===== src/rtl/serial_pe_feeder.sv =====
// Operand sequencer for serial_pe: reads a neuron vector and num_out
// weight rows, and streams bubble-free operand pairs with PE control codes.
module serial_pe_feeder #(
    parameter int ADDR_W = 10,
    parameter int LEN_W  = 10
) (
    input  logic              clk,
    input  logic              rst_n,
    input  logic              start,
    input  logic [LEN_W-1:0]  vec_len,
    input  logic [LEN_W-1:0]  num_out,
    input  logic [ADDR_W-1:0] neuron_base,
    input  logic [ADDR_W-1:0] weight_base,
    output logic              busy,
    output logic              done,
    output logic              neuron_ren,
    output logic [ADDR_W-1:0] neuron_addr,
    input  logic [15:0]       neuron_rdata,
    output logic              weight_ren,
    output logic [ADDR_W-1:0] weight_addr,
    input  logic [15:0]       weight_rdata,
    output logic [15:0]       pe_neuron,
    output logic [15:0]       pe_weight,
    output logic [1:0]        pe_ctl,
    output logic              pe_vld
);

    typedef enum logic [1:0] {
        S_IDLE,
        S_RUN,
        S_DRAIN
    } state_t;

    localparam logic [LEN_W-1:0]  LONE = LEN_W'(1);
    localparam logic [ADDR_W-1:0] AONE = ADDR_W'(1);

    localparam logic [1:0] CTL_FIRST  = 2'b00;
    localparam logic [1:0] CTL_MID    = 2'b01;
    localparam logic [1:0] CTL_LAST   = 2'b10;
    localparam logic [1:0] CTL_SINGLE = 2'b11;

    state_t            r_state;
    logic [LEN_W-1:0]  r_len;
    logic [LEN_W-1:0]  r_nout;
    logic [LEN_W-1:0]  r_i;
    logic [LEN_W-1:0]  r_o;
    logic [ADDR_W-1:0] r_nbase;
    logic [1:0]        r_ictl;
    logic              r_ivld;

    logic              w_job_ok;
    logic              w_last_i;
    logic              w_last_o;
    logic [LEN_W-1:0]  w_next_i;
    logic              w_next_last;
    logic [1:0]        w_first_ctl;

    assign w_job_ok    = (vec_len != '0) && (num_out != '0);
    assign w_last_i    = (r_i == r_len - LONE);
    assign w_last_o    = (r_o == r_nout - LONE);
    assign w_next_i    = r_i + LONE;
    assign w_next_last = (w_next_i == r_len - LONE);
    assign w_first_ctl = (r_len == LONE) ? CTL_SINGLE : CTL_FIRST;

    // r_ivld/r_ictl describe the read issued this cycle; they are delayed
    // one more stage into pe_vld/pe_ctl so they line up with rdata.
    always_ff @(posedge clk or negedge rst_n) begin
        if (!rst_n) begin
            r_state     <= S_IDLE;
            r_len       <= '0;
            r_nout      <= '0;
            r_i         <= '0;
            r_o         <= '0;
            r_nbase     <= '0;
            r_ictl      <= CTL_FIRST;
            r_ivld      <= 1'b0;
            busy        <= 1'b0;
            done        <= 1'b0;
            neuron_ren  <= 1'b0;
            weight_ren  <= 1'b0;
            neuron_addr <= '0;
            weight_addr <= '0;
            pe_ctl      <= CTL_FIRST;
            pe_vld      <= 1'b0;
        end else begin
            done   <= 1'b0;
            pe_vld <= r_ivld;
            pe_ctl <= r_ictl;
            unique case (r_state)
                S_IDLE: begin
                    if (start) begin
                        if (w_job_ok) begin
                            r_state     <= S_RUN;
                            r_len       <= vec_len;
                            r_nout      <= num_out;
                            r_nbase     <= neuron_base;
                            r_i         <= '0;
                            r_o         <= '0;
                            busy        <= 1'b1;
                            neuron_ren  <= 1'b1;
                            weight_ren  <= 1'b1;
                            neuron_addr <= neuron_base;
                            weight_addr <= weight_base;
                            r_ivld      <= 1'b1;
                            r_ictl      <= (vec_len == LONE) ?
                                           CTL_SINGLE : CTL_FIRST;
                        end else begin
                            done <= 1'b1;
                        end
                    end
                end
                S_RUN: begin
                    if (w_last_i) begin
                        if (w_last_o) begin
                            r_state    <= S_DRAIN;
                            neuron_ren <= 1'b0;
                            weight_ren <= 1'b0;
                            r_ivld     <= 1'b0;
                            r_ictl     <= CTL_FIRST;
                        end else begin
                            r_o         <= r_o + LONE;
                            r_i         <= '0;
                            neuron_addr <= r_nbase;
                            weight_addr <= weight_addr + AONE;
                            r_ictl      <= w_first_ctl;
                        end
                    end else begin
                        r_i         <= w_next_i;
                        neuron_addr <= neuron_addr + AONE;
                        weight_addr <= weight_addr + AONE;
                        r_ictl      <= w_next_last ? CTL_LAST : CTL_MID;
                    end
                end
                S_DRAIN: begin
                    r_state <= S_IDLE;
                    busy    <= 1'b0;
                    done    <= 1'b1;
                end
                default: begin
                    r_state <= S_IDLE;
                end
            endcase
        end
    end

    assign pe_neuron = pe_vld ? neuron_rdata : '0;
    assign pe_weight = pe_vld ? weight_rdata : '0;

endmodule


===== config.mk =====
export PLATFORM = sky130hd
export DESIGN_NAME = serial_pe_feeder
export DESIGN_NICKNAME = d
export VERILOG_FILES = /design/src/rtl/serial_pe_feeder.sv
export SDC_FILE = /design/constraint.sdc
export NUM_CORES = 1
export LEC_CHECK = 0
export BUFFER_PORTS_ARGS = -buffer_cell sky130_fd_sc_hd__buf_2
export CORE_UTILIZATION = 54
export DETAILED_ROUTE_END_ITERATION = 12
export GPL_TIMING_DRIVEN = 0
export PLACE_DENSITY = 0.81
export SYNTH_ARGS = -nofsm -noshare
export SYNTH_HDL_FRONTEND = slang
export SYNTH_SLANG_ARGS = --single-unit

===== constraint.sdc =====
create_clock -name clk -period 3.19 [get_ports clk]
set_input_delay 0 -clock clk [delete_from_list [all_inputs] [get_ports clk]]
set_output_delay 0 -clock clk [all_outputs]
set_load 0.05 [all_outputs]

### After elaboration in Yosys (flattened, before gate mapping)

Index checks and enable logic that the tools add are counted.

| cells by class | value |
|---|---|
| $add $sub $neg | 6 |
| eq/ne operators | 13 |
| multiplexer cells | 42 |
| reductions and logical operators | 13 |

Operators by type and width:

| cell | number |
|---|---|
| $mux 10 | 14 |
| $pmux 10 s2 | 4 |
| $add 10x1->10 const B | 4 |
| $mux 16 | 2 |
| $eq 10x10->1 | 3 |
| $mux 2 | 11 |
| $eq 10x1->1 const B | 2 |
| $reduce_bool 10->1 | 2 |
| $sub 10x1->10 const B | 2 |
| $ne 2x2->1 const B | 5 |
| $reduce_and 5->1 | 2 |
| $reduce_and 3->1 | 3 |
| $pmux 2 s2 | 2 |
| $reduce_and 4->1 | 2 |
| $mux 1 | 6 |
| $pmux 1 s2 | 3 |
| $reduce_bool 2->1 | 2 |
| $ne 3x3->1 const B | 1 |
| $eq 2x1->1 const B | 1 |
| $eq 2x2->1 const B | 1 |
| $logic_not 2->1 | 1 |
| $logic_and 1x1->1 | 1 |

| storage, ports and cells | value |
|---|---|
| register bits after elaboration | 80 |
| logic and storage cells | 88 |

### Depth between registers and ports, before layout

Gate-level depths: netlist of the first run.

| depth | value |
|---|---|
| depth in word-level cells | 5 |
| depth in mapped cells | 12 |

### Worst setup path before layout of the first run

Ideal clock, no wire load.

| timing | value |
|---|---|
| path type | register to register |
| from | register r_len[0] |
| to | register neuron_addr[2] |
| arrival | 2.806 ns |
| required time | 3.065 ns |
| setup slack | 0.259 ns |
| cell stages (with the launch flop) | 12 |
| buffers on the path | 1 |
| clock period less this slack | 2.931 ns |
| path through | dfrtp_1 inv_1 ha_1 or3b_1 nor3_1 xnor3_1 a2111oi_4 nand4_2 o21ai_4 inv_2 buf_6 mux2_4 |

| on the way | value |
|---|---|
| cells in the longest elaborated chain, start to end | 4 |
| elaborated cells on any way between the ends | 6 |

RTL lines:

| item | line | source |
|---|---|---|
| start, declared | 43 | `logic [LEN_W-1:0] r_len;` |
| start signal, assigned | 94 | `r_len <= vec_len;` |
| $sub 10x1->10 * | 59 | `assign w_last_i = (r_i == r_len - LONE);` |
| $eq 10x10->1 * | 59 |  |
| $ne 3x3->1 (no line) or $mux 10 (tied branches) | -- |  |
| $reduce_and 4->1 (no line) or $pmux 10 s2 (tied branches) | -- |  |
| end signal, assigned | 102 | `neuron_addr <= neuron_base;` |
| end signal, assigned | 123 | `neuron_addr <= r_nbase;` |
| end signal, assigned | 129 | `neuron_addr <= neuron_addr + AONE;` |
| end, declared | 17 | `output logic [ADDR_W-1:0] neuron_addr,` |

Every way passes the cells marked *; elsewhere a longest branch is shown, timed or not.
A chain may end at the register's enable or synchronous reset.

### Worst setup path after layout of the first run

| timing | value |
|---|---|
| from | register r_len[0] |
| to | register neuron_addr[8] |

Same word-level chain as after synthesis.

==> qor.txt, run 1 <==
status: finished, final reports clean
Post-synth ARST share: 1.00
setup violators final: 0
first-pass GRT wire length: 25.6 mm
commonest non-fill, non-tap cell in the layout: buf_2
worst setup path end: neuron_addr[8]$_DFFE_PN0P_
DRC: 0
antenna cell count: 0
Mapped Avg Cell Area: 8.67 um2
Crit. End Element: register
sequential cell fraction of total power: 0.325
CP Class: reg2reg
Final Hold Slack: 0.0343 ns
final count of pins violating max slew: 0
clk buf depth: 2
H-tree Lvls: 3
Setup WS post-layout: 0.147 ns
Fmax achieved: 329 MHz
via count: 5640
reg-to-reg endpoint: neuron_addr[8]$_DFFE_PN0P_
initial drt markers: 502
crit path launch: r_len[0]$_DFFE_PN0P_
worst-case reg-to-reg path depth: 11
NetSw: 2.23 mW
sequential-to-total area share from yosys stat: 0.376
die height: 101 um
PwrDens: 719 mW/mm2
Clock transition at path regs: 0.08 ns
Place WS: -0.252 ns
Rel. slew slack: 0.465
CTS tree: built
highest routed layer: met4
initial antenna violation count: 0
Leak: 3.15 nW
I/O pin count: 134
EDFF count, synth: 0
hold crit path type: in2reg
fill count: 658
initial core utilization: 0.566
RSZ-0062 raised after global routing: false
Synth cell types: 74
Syn. warnings: 0
Switching Share: 0.446
final hold vios: 0
maximum fanout along the worst path: 10
Synth Flop Type: dfrtp_1
layout cell share with drive strength beyond 1: 0.254
Cells after Synth: 615
total wire length: 16.3 mm
DP Wirelength: 10.9 mm
worst r2r src: r_len[0]$_DFFE_PN0P_
worst-margin pin slew: 0.797 ns
Core Region: 0.00942 mm2
Nets: 888
Tot GR Track Use: 0.320
Site Rows: 35
storage element area: 0.00200 mm2
syn nets: 697
Final period util: 0.954
post-synthesis register bit count: 80
largest net degree at the start of global routing: 61
footprint of the multi-input gates: 0.00315 mm2
Root Buffer: clkbuf_8
Clk pwr share: 0.183
DIE WIDTH: 101 um
wire length on met3: 1.15 mm
grt total ovfl: 0
routability cong.: 0.878
wire length on met1: 6.58 mm
wire length on met2: 7.91 mm
minimum clock period: 3.04 ns
Post-Syn Area: 0.00533 mm2
total CTS buffers: 9
vias in the first global route: 5374
most frequent cells in the layout: buf_2 (135), nand2_1 (121), dfrtp_1 (78)
Max Cap Viol: 0
DIE AREA: 0.0103 mm2
Layout area overhead: 30.1%
Startpoint Class: register
drt wl/cell: 17.3 um
internal power: 2.76 mW
Worst Path Required: 3.44 ns
Clock Latency Late Sink: 0.36 ns
First-pass DRT Iterations: 5
CTS sink cnt: 80
Gate power share: 0.492
R2R Setup Slk: 0.15 ns
I/O Buffers: 133
setup total negative slack: 0 ns
maximum vdd ir drop: 0.841 mV
CP arrival: 3.29 ns
Clock Skews: 0.0122 ns
vias per cell: 6.01
antenna-violating nets left: 0
cell usage after synthesis (8+ instances only):
cell type  count  share of area
xor2_1        15          0.025
dfrtp_1       80           0.38
nor2_1        22          0.015
xnor2_1       24          0.039
mux2_2         8          0.017
nand3_1       21          0.020
inv_1         16          0.011
clkbuf_1      28          0.020
nor3_1        16          0.015
a21oi_1       35          0.033
and2_1        34          0.040
o21ai_0       29          0.027
a2bb2oi_2      8          0.023
a31oi_1        8         0.0094
o31ai_1       11          0.015
o211ai_1       9          0.013
nand2_1      121          0.085
nor4_1        10          0.012
through the flow:
stage	util	std cells	power, mW	cell area, um2
floorplan	-	615	3.36	5330
global placement	0.654	877	3.86	6160
detailed placement	0.657	878	3.93	6190
CTS	0.728	936	4.89	6850
global route	0.737	939	5.24	6940
finish	0.737	939	4.99	6940
power by group through the flow:
| stage | combinational [mW] | sequential, mW | clock (mW) |
|---|---|---|---|
| 2_1_floorplan | 1.39 | 1.98 | 0 |
| 3_3_place_gp | 2.26 | 1.60 | 0 |
| 5_1_grt | 2.65 | 1.65 | 0.949 |
| 3_5_place_dp | 2.32 | 1.62 | 0 |
| 4_1_cts | 2.38 | 1.60 | 0.909 |
| 6_report | 2.45 | 1.62 | 0.915 |
worst min-delay path by stage:
stage | start | to | slack (ns) | cells past startpoint
floorplan | rst_n | busy$_DFFE_PN0P_ | -0.30 | 0
global placement | neuron_base[4] | r_nbase[4]$_DFFE_PN0P_ | 0.21 | 3
detailed placement | rst_n | r_i[2]$_DFFE_PN0P_ | -0.09 | 1
CTS | weight_base[0] | weight_addr[0]$_DFFE_PN0P_ | 0.01 | 3
global route | weight_base[0] | weight_addr[0]$_DFFE_PN0P_ | 0.04 | 3
finish | weight_base[0] | weight_addr[0]$_DFFE_PN0P_ | 0.03 | 3
cell families (layout without fill, tap and decap cells):
family                   Yosys count  in the layout  share of synthesized area
AND/OR/NAND/NOR                  279            279                      0.271
adder cells (fa/ha/maj)            7              7                     0.0164
XOR/XNOR                          42             42                     0.0768
AO/OA/AOI/OAI                    141            141                      0.190
multiplexers                      12             12                     0.0263
flip-flops                        80             80                      0.376
buffers and inverters             54            249                     0.0437
sequential cells by signal, indices dropped and copies added (netlist names):
name / cells
done: 1
neuron_addr: 10
r_ivld: 1
r_i: 10
r_o: 10
r_ictl: 2
r_nbase: 10
r_state: 2
busy: 1
pe_ctl: 2
r_len: 10
r_nout: 10
weight_addr: 10
pe_vld: 1
worst max-delay path: stages, from the launching register on:
cell       delay, ns
dfrtp_2         0.45
inv_2           0.10
ha_4            0.17
or3b_4          0.41
nor3_2          0.12
xnor3_2         0.32
a2111oi_4       0.38
nand4_2         0.20
o21ai_4         0.22
inv_4           0.09
buf_6           0.16
mux2_4          0.30
per-layer routing:
layer / vias up / GRT usage
li1: 2577 / -
met1: 2707 / 0.391
met2: 287 / 0.545
met3: 69 / 0.0580
met4: 0 / 0.164
met5: - / 0
area by class of cell:
cell class,instances,share of cell area
repair buffers,180,0.165
well taps,129,0.0233
inverters,17,0.00956
flip-flops and latches,80,0.289
clock inverters,3,0.0130
plain buffers,37,0.0249
clock buffers,12,0.0209
multi-input cells,481,0.455
what timing repair did:
action,CTS,global route
endpoints found under the setup margin,27,42
buffers inserted,2,3
pin swaps,3,3
endpoints found under the hold margin,121,0
resized for setup,3,18
hold buffers,41,0
Power figures use the tool's default switching activity.
==> run 2, diff against run 1 <==
- CORE_UTILIZATION: 54 -> 48
- PLACE_DENSITY: 0.81 -> 0.73
==> qor.txt, run 2 (same netlist as run 1, synthesis figures left out) <==
antenna-violating nets left: 0 (unchanged)
DIE WIDTH: 107 um (+5.9%)
Layout area overhead: 30.3% (about the same)
Site Rows: 38 (+8.6%)
final count of pins violating max slew: 0 (unchanged)
CTS tree: built
R2R Setup Slk: 0.14 ns (about the same)
Clock Skews: 0.0115 ns (-0.000689 ns)
worst-margin pin slew: 0.703 ns (-0.0942 ns)
initial antenna violation count: 0 (unchanged)
drt wl/cell: 16.5 um (-4.9%)
largest net degree at the start of global routing: 47 (-23%)
Final period util: 0.956 (+0.00232)
maximum fanout along the worst path: 10 (unchanged)
Place WS: -0.267 ns (-0.0154 ns)
Crit. End Element: register
setup violators final: 0 (unchanged)
die height: 107 um (+5.9%)
minimum clock period: 3.05 ns (+0.00740 ns)
CP arrival: 3.36 ns (+0.07 ns)
Clock transition at path regs: 0.08 ns (about the same)
grt total ovfl: 0 (unchanged)
Startpoint Class: register
crit path cell chain: inv_2 -> ha_4 -> or3b_4 -> nor3_2 -> xnor3_2 -> a2111oi_4 -> buf_4 -> buf_2 -> a21oi_1 -> o31ai_1 -> mux2_2
CP Class: reg2reg
initial drt markers: 352 (-30%)
Clock Latency Late Sink: 0.37 ns (about the same)
CP bufs+invs: 3 (unchanged)
vias in the first global route: 5401 (+0.50%)
Worst Path Required: 3.50 ns (+0.06 ns)
worst r2r src: r_len[0]$_DFFE_PN0P_
Max Cap Viol: 0 (unchanged)
wire length on met2: 7.74 mm (-2.2%)
worst setup path end: neuron_addr[5]$_DFFE_PN0P_
initial core utilization: 0.492 (-0.0744)
Tot GR Track Use: 0.283 (-0.0373)
Root Buffer: clkbuf_8
Rel. slew slack: 0.528 (+0.0633)
routability cong.: 0.875 (-0.38%)
Setup WS post-layout: 0.139 ns (-0.00740 ns)
total CTS buffers: 9 (unchanged)
Inst Count DP: 889 (+1.3%)
Fmax achieved: 328 MHz (-0.24%)
commonest non-fill, non-tap cell in the layout: buf_2
clk buf depth: 2 (unchanged)
CTS sink cnt: 80 (unchanged)
worst-case reg-to-reg path depth: 11 (unchanged)
I/O pin count: 134 (unchanged)
Final Instance Count excl. Fillers: 949 (+1.1%)
I/O Buffers: 133 (unchanged)
antenna cell count: 0 (unchanged)
DRC: 0 (unchanged)
Nets: 887 (-0.11%)
hold crit path type: in2reg
footprint of the multi-input gates: 0.00317 mm2 (+0.52%)
DP Wirelength: 11.4 mm (+4.5%)
CP max stage cell: dfrtp_2
crit path launch: r_len[0]$_DFFE_PN0P_
total wire length: 15.7 mm (-3.9%)
PwrDens: 705 mW/mm2 (-2.0%)
total power: 4.89 mW (-1.9%)
most frequent cells in the layout: buf_2 (135), nand2_1 (121), dfrtp_1 (79)
RSZ-0062 raised after global routing: false
Critical Path Max Stage Delay: 0.46 ns (about the same)
wire length on met3: 736 um (-36%)
Core Region: 0.0108 mm2 (+15%)
final hold vios: 0 (unchanged)
via count: 5444 (-3.5%)
first-pass GRT wire length: 25.4 mm (-0.62%)
DIE AREA: 0.0115 mm2 (+12%)
storage element area: 0.00200 mm2 (about the same)
First-pass DRT Iterations: 7 (+2)
status: finished, final reports clean
fill count: 932 (+42%)
reg-to-reg endpoint: neuron_addr[5]$_DFFE_PN0P_
maximum vdd ir drop: 0.691 mV (-18%)
Leak: 3.15 nW (about the same)
wire length on met1: 6.78 mm (+3.0%)
Worst path depth: 11 (unchanged)
critical path's top delay family: compound AO/OA/AOI/OAI gates
layout cell share with drive strength beyond 1: 0.257 (+0.00279)
vias per cell: 5.74 (-4.5%)
highest routed layer: met4
H-tree Lvls: 3 (unchanged)
run 2: area by class of cell:
cell class,count,area share
plain buffers,37,0.0249
well taps,140,0.0252
inverters,17,0.00955
multi-input cells,481,0.456
clock inverters,3,0.00937
clock buffers,12,0.0223
repair buffers,179,0.164
flip-flops and latches,80,0.289
run 2: worst min-delay path by stage:
stage	startpoint	to	slack [ns]	cells past startpoint
final	start	done$_DFF_PN0_	0.02	3
after global routing	start	done$_DFF_PN0_	0.06	3
after CTS	start	done$_DFF_PN0_	0.002	3
after detailed placement	rst_n	r_i[1]$_DFFE_PN0P_	-0.008	1
after global placement	neuron_base[7]	r_nbase[7]$_DFFE_PN0P_	0.21	3
after floorplan	rst_n	busy$_DFFE_PN0P_	-0.30	0
run 2: worst register-to-register path, cell delays in order, from the launching register on:
cell       delay, ns
dfrtp_2         0.46
inv_2           0.10
ha_4            0.17
or3b_4          0.41
nor3_2          0.13
xnor3_2         0.32
a2111oi_4       0.36
buf_4           0.19
buf_2           0.19
a21oi_1         0.12
o31ai_1         0.32
mux2_2          0.22
run 2: routing by layer:
layer	up-vias	global-route usage
li1	2573	-
met1	2635	0.357
met2	201	0.485
met3	35	0.0339
met4	0	0.127
met5	-	0
run 2: through the flow:
stage | TNS (ns) | util | hold slack, ns | cell area (um2)
final | 0 | 0.640 | 0.0212 | 6940
after global routing | 0 | 0.640 | 0.0566 | 6940
after CTS | 0 | 0.633 | 0.00249 | 6860
after detailed placement | -3.76 | 0.572 | -0.00826 | 6200
after global placement | -2.49 | 0.569 | 0.208 | 6170
after floorplan | 0 | - | -0.296 | 5330
run 2: report_power, final:
part	switching, mW	internal [mW]	leakage (nW)
clock	0.376	0.479	0.112
combinational	1.48	0.949	2.07
sequential	0.335	1.28	0.963
total	2.19	2.70	3.15
run 2: timing repair:
item / in CTS / in global routing
endpoints found under the setup margin: 28 / 41
pin swaps: 3 / 5
buffers inserted: 2 / 2
hold buffers: 41 / 0
gates resized for setup: 4 / 19
endpoints found under the hold margin: 110 / 0
==> run 3, diff against run 2 <==
- CORE_ASPECT_RATIO: not set -> 1.1
==> qor.txt, run 3 (same netlist as run 1, synthesis figures left out) <==
status: finished, final reports clean
startpoint of the worst hold path: weight_base[9]
Switching Share: 0.424 (-0.0232)
most used cell, CP: inv_2
Hold Path End: weight_addr[9]$_DFFE_PN0P_
Setup WS post-layout: 0.0769 ns (-0.0623 ns)
I/O pin count: 134 (unchanged)
crit path launch: r_len[0]$_DFFE_PN0P_
I/O Buffers: 133 (unchanged)
reg-to-reg endpoint: neuron_addr[2]$_DFFE_PN0P_
DIE WIDTH: 102 um (-4.6%)
DP Wirelength: 11.5 mm (+1.0%)
routability cong.: 0.929 (+6.2%)
Clock transition at path regs: 0.06 ns (-0.02 ns)
worst r2r src: r_len[0]$_DFFE_PN0P_
Tot GR Track Use: 0.279 (-0.00413)
gr busiest metal: met2
total power: 5.17 mW (+5.7%)
setup total negative slack: 0 ns (unchanged)
GRT met3 Usage: 0.0411 (+0.00720)
grt total ovfl: 0 (unchanged)
final instance area: 0.00701 mm2 (+0.94%)
vias per cell: 5.68 (-1.0%)
Final period util: 0.976 (+0.0195)
commonest non-fill, non-tap cell in the layout: buf_2
Final Hold Slack: 0.00683 ns (-0.0144 ns)
Worst Path Required: 3.41 ns (-0.09 ns)
CP arrival: 3.34 ns (-0.02 ns)
vias in the first global route: 5162 (-4.4%)
CTS tree: built
Place WS: -0.244 ns (+0.0237 ns)
maximum fanout along the worst path: 10 (unchanged)
total CTS buffers: 9 (unchanged)
fill count: 910 (-2.4%)
H-tree Lvls: 3 (unchanged)
R2R Setup Slk: 0.08 ns (-0.06 ns)
Core Region: 0.0109 mm2 (+0.18%)
CP max stage cell: dfrtp_2
antenna-violating nets left: 0 (unchanged)
first-pass GRT wire length: 24.8 mm (-2.6%)
layout cell share with drive strength beyond 1: 0.257 (+0.000318)
DRC: 0 (unchanged)
worst-margin pin slew: 0.702 ns (-0.00104 ns)
First-pass DRT Iterations: 4 (-3)
die height: 113 um (+4.8%)
Gate power share: 0.466 (-0.030)
Fmax achieved: 321 MHz (-2.0%)
most frequent cells in the layout: buf_2 (134), nand2_1 (121), dfrtp_1 (79)
Clock Skews: 0.00730 ns (-0.00421 ns)
utilization after layout: 0.645 (+0.00481)
antenna cell count: 0 (unchanged)
PwrDens: 738 mW/mm2 (+4.7%)
Leak: 3.18 nW (+1.2%)
DIE AREA: 0.0115 mm2 (about the same)
CP Class: reg2reg
sequential cell fraction of total power: 0.309 (-0.020)
setup violators final: 0 (unchanged)
CTS sink cnt: 80 (unchanged)
initial drt markers: 269 (-24%)
internal power: 2.98 mW (+10%)
initial antenna violation count: 0 (unchanged)
Nets: 885 (-0.23%)
Clk pwr share: 0.225 (+0.050)
maximum vdd ir drop: 0.526 mV (-24%)
hold crit path type: in2reg
Rel. slew slack: 0.532 (+0.00383)
Layout area overhead: 31.5%
via count: 5421 (-0.42%)
hold-critical path depth: 3 (unchanged)
total wire length: 15.8 mm (+0.63%)
Clock Latency Late Sink: 0.34 ns (-0.03 ns)
Inst Count DP: 896 (+0.79%)
Max Cap Viol: 0 (unchanged)
worst-case reg-to-reg path depth: 11 (unchanged)
GR Util met1: 0.349 (-0.00879)
M2 GR Usage: 0.470 (-0.0150)
critical path's top delay family: simple AND/OR/NAND/NOR gates
Startpoint Class: register
initial core utilization: 0.491 (-0.000906)
Root Buffer: clkbuf_16
final hold vios: 0 (unchanged)
CP bufs+invs: 3 (unchanged)
final count of pins violating max slew: 0 (unchanged)
Crit. End Element: register
Critical Path Max Stage Delay: 0.45 ns (about the same)
Final Instance Count excl. Fillers: 955 (+0.63%)
crit path cell chain: inv_2 -> ha_4 -> or3b_1 -> nor3_1 -> xnor3_2 -> a2111oi_4 -> nand4_2 -> o21ai_4 -> inv_2 -> buf_6 -> mux2_4
clk buf depth: 2 (unchanged)
minimum clock period: 3.11 ns (+0.0623 ns)
largest net degree at the start of global routing: 44 (-6.4%)
DP Area: 0.00620 mm2 (about the same)
drt wl/cell: 16.5 um (about the same)
NetSw: 2.20 mW (+0.24%)
Site Rows: 40 (+5.3%)
==> run 3: cell count changes in the layout (fill, tap and decap cells not counted), moves of 2 or more <==
cell and delta:
buf_4 +3, clkbuf_2 +2, clkbuf_1 -3, dlygate4sd3_1 -5, clkbuf_16 +9, clkbuf_8 -8
==> run 3: worst min-delay path, stage by stage <==
cell	delay, ns
buf_2	0.07
o21ai_0	0.09
a2bb2oi_2	0.14
==> run 3: layout make-up <==
class	instances	area, um2	area share
plain buffers	37	174	0.0248
clock buffers	12	267	0.0380
clock inverters	4	73.8	0.0105
inverters	17	63.8	0.00911
multi-input cells	481	3140	0.448
flip-flops and latches	80	2000	0.286
well taps	147	184	0.0262
repair buffers	177	1100	0.157
==> run 3: repair_timing <==
action / in CTS / in global routing
gates resized for setup: 1 / 17
endpoints found under the hold margin: 74 / 0
endpoints found under the setup margin: 29 / 44
pin swaps: 3 / 3
buffers inserted: 2 / 5
hold buffers: 36 / 0
==> run 3: worst max path at each step <==
stage	end	slack (ns)	cells past startpoint
2_1_floorplan	neuron_addr[2]$_DFFE_PN0P_	0.26	11
6_report	neuron_addr[2]$_DFFE_PN0P_	0.08	11
4_1_cts	neuron_addr[2]$_DFFE_PN0P_	0.0007	11
3_3_place_gp	neuron_addr[8]$_DFFE_PN0P_	-0.23	11
3_5_place_dp	neuron_addr[8]$_DFFE_PN0P_	-0.24	11
5_1_grt	neuron_addr[0]$_DFFE_PN0P_	-0.009	11
==> run 3: per-layer routing <==
layer	vias to the layer above	wire length [um]	part of all wire
li1	2572	-	-
met1	2581	6510	0.41
met2	234	7790	0.49
met3	34	974	0.062
met4	0	486	0.031
met5	-	0	0
==> run 3: power groups by stage <==
| stage | clock network [mW] | registers (mW) | logic [mW] |
|---|---|---|---|
| 5_1_grt | 1.23 | 1.64 | 2.60 |
| 3_5_place_dp | 0 | 1.60 | 2.31 |
| 3_3_place_gp | 0 | 1.59 | 2.26 |
| 2_1_floorplan | 0 | 1.98 | 1.39 |
| 4_1_cts | 1.18 | 1.59 | 2.36 |
| 6_report | 1.16 | 1.60 | 2.41 |
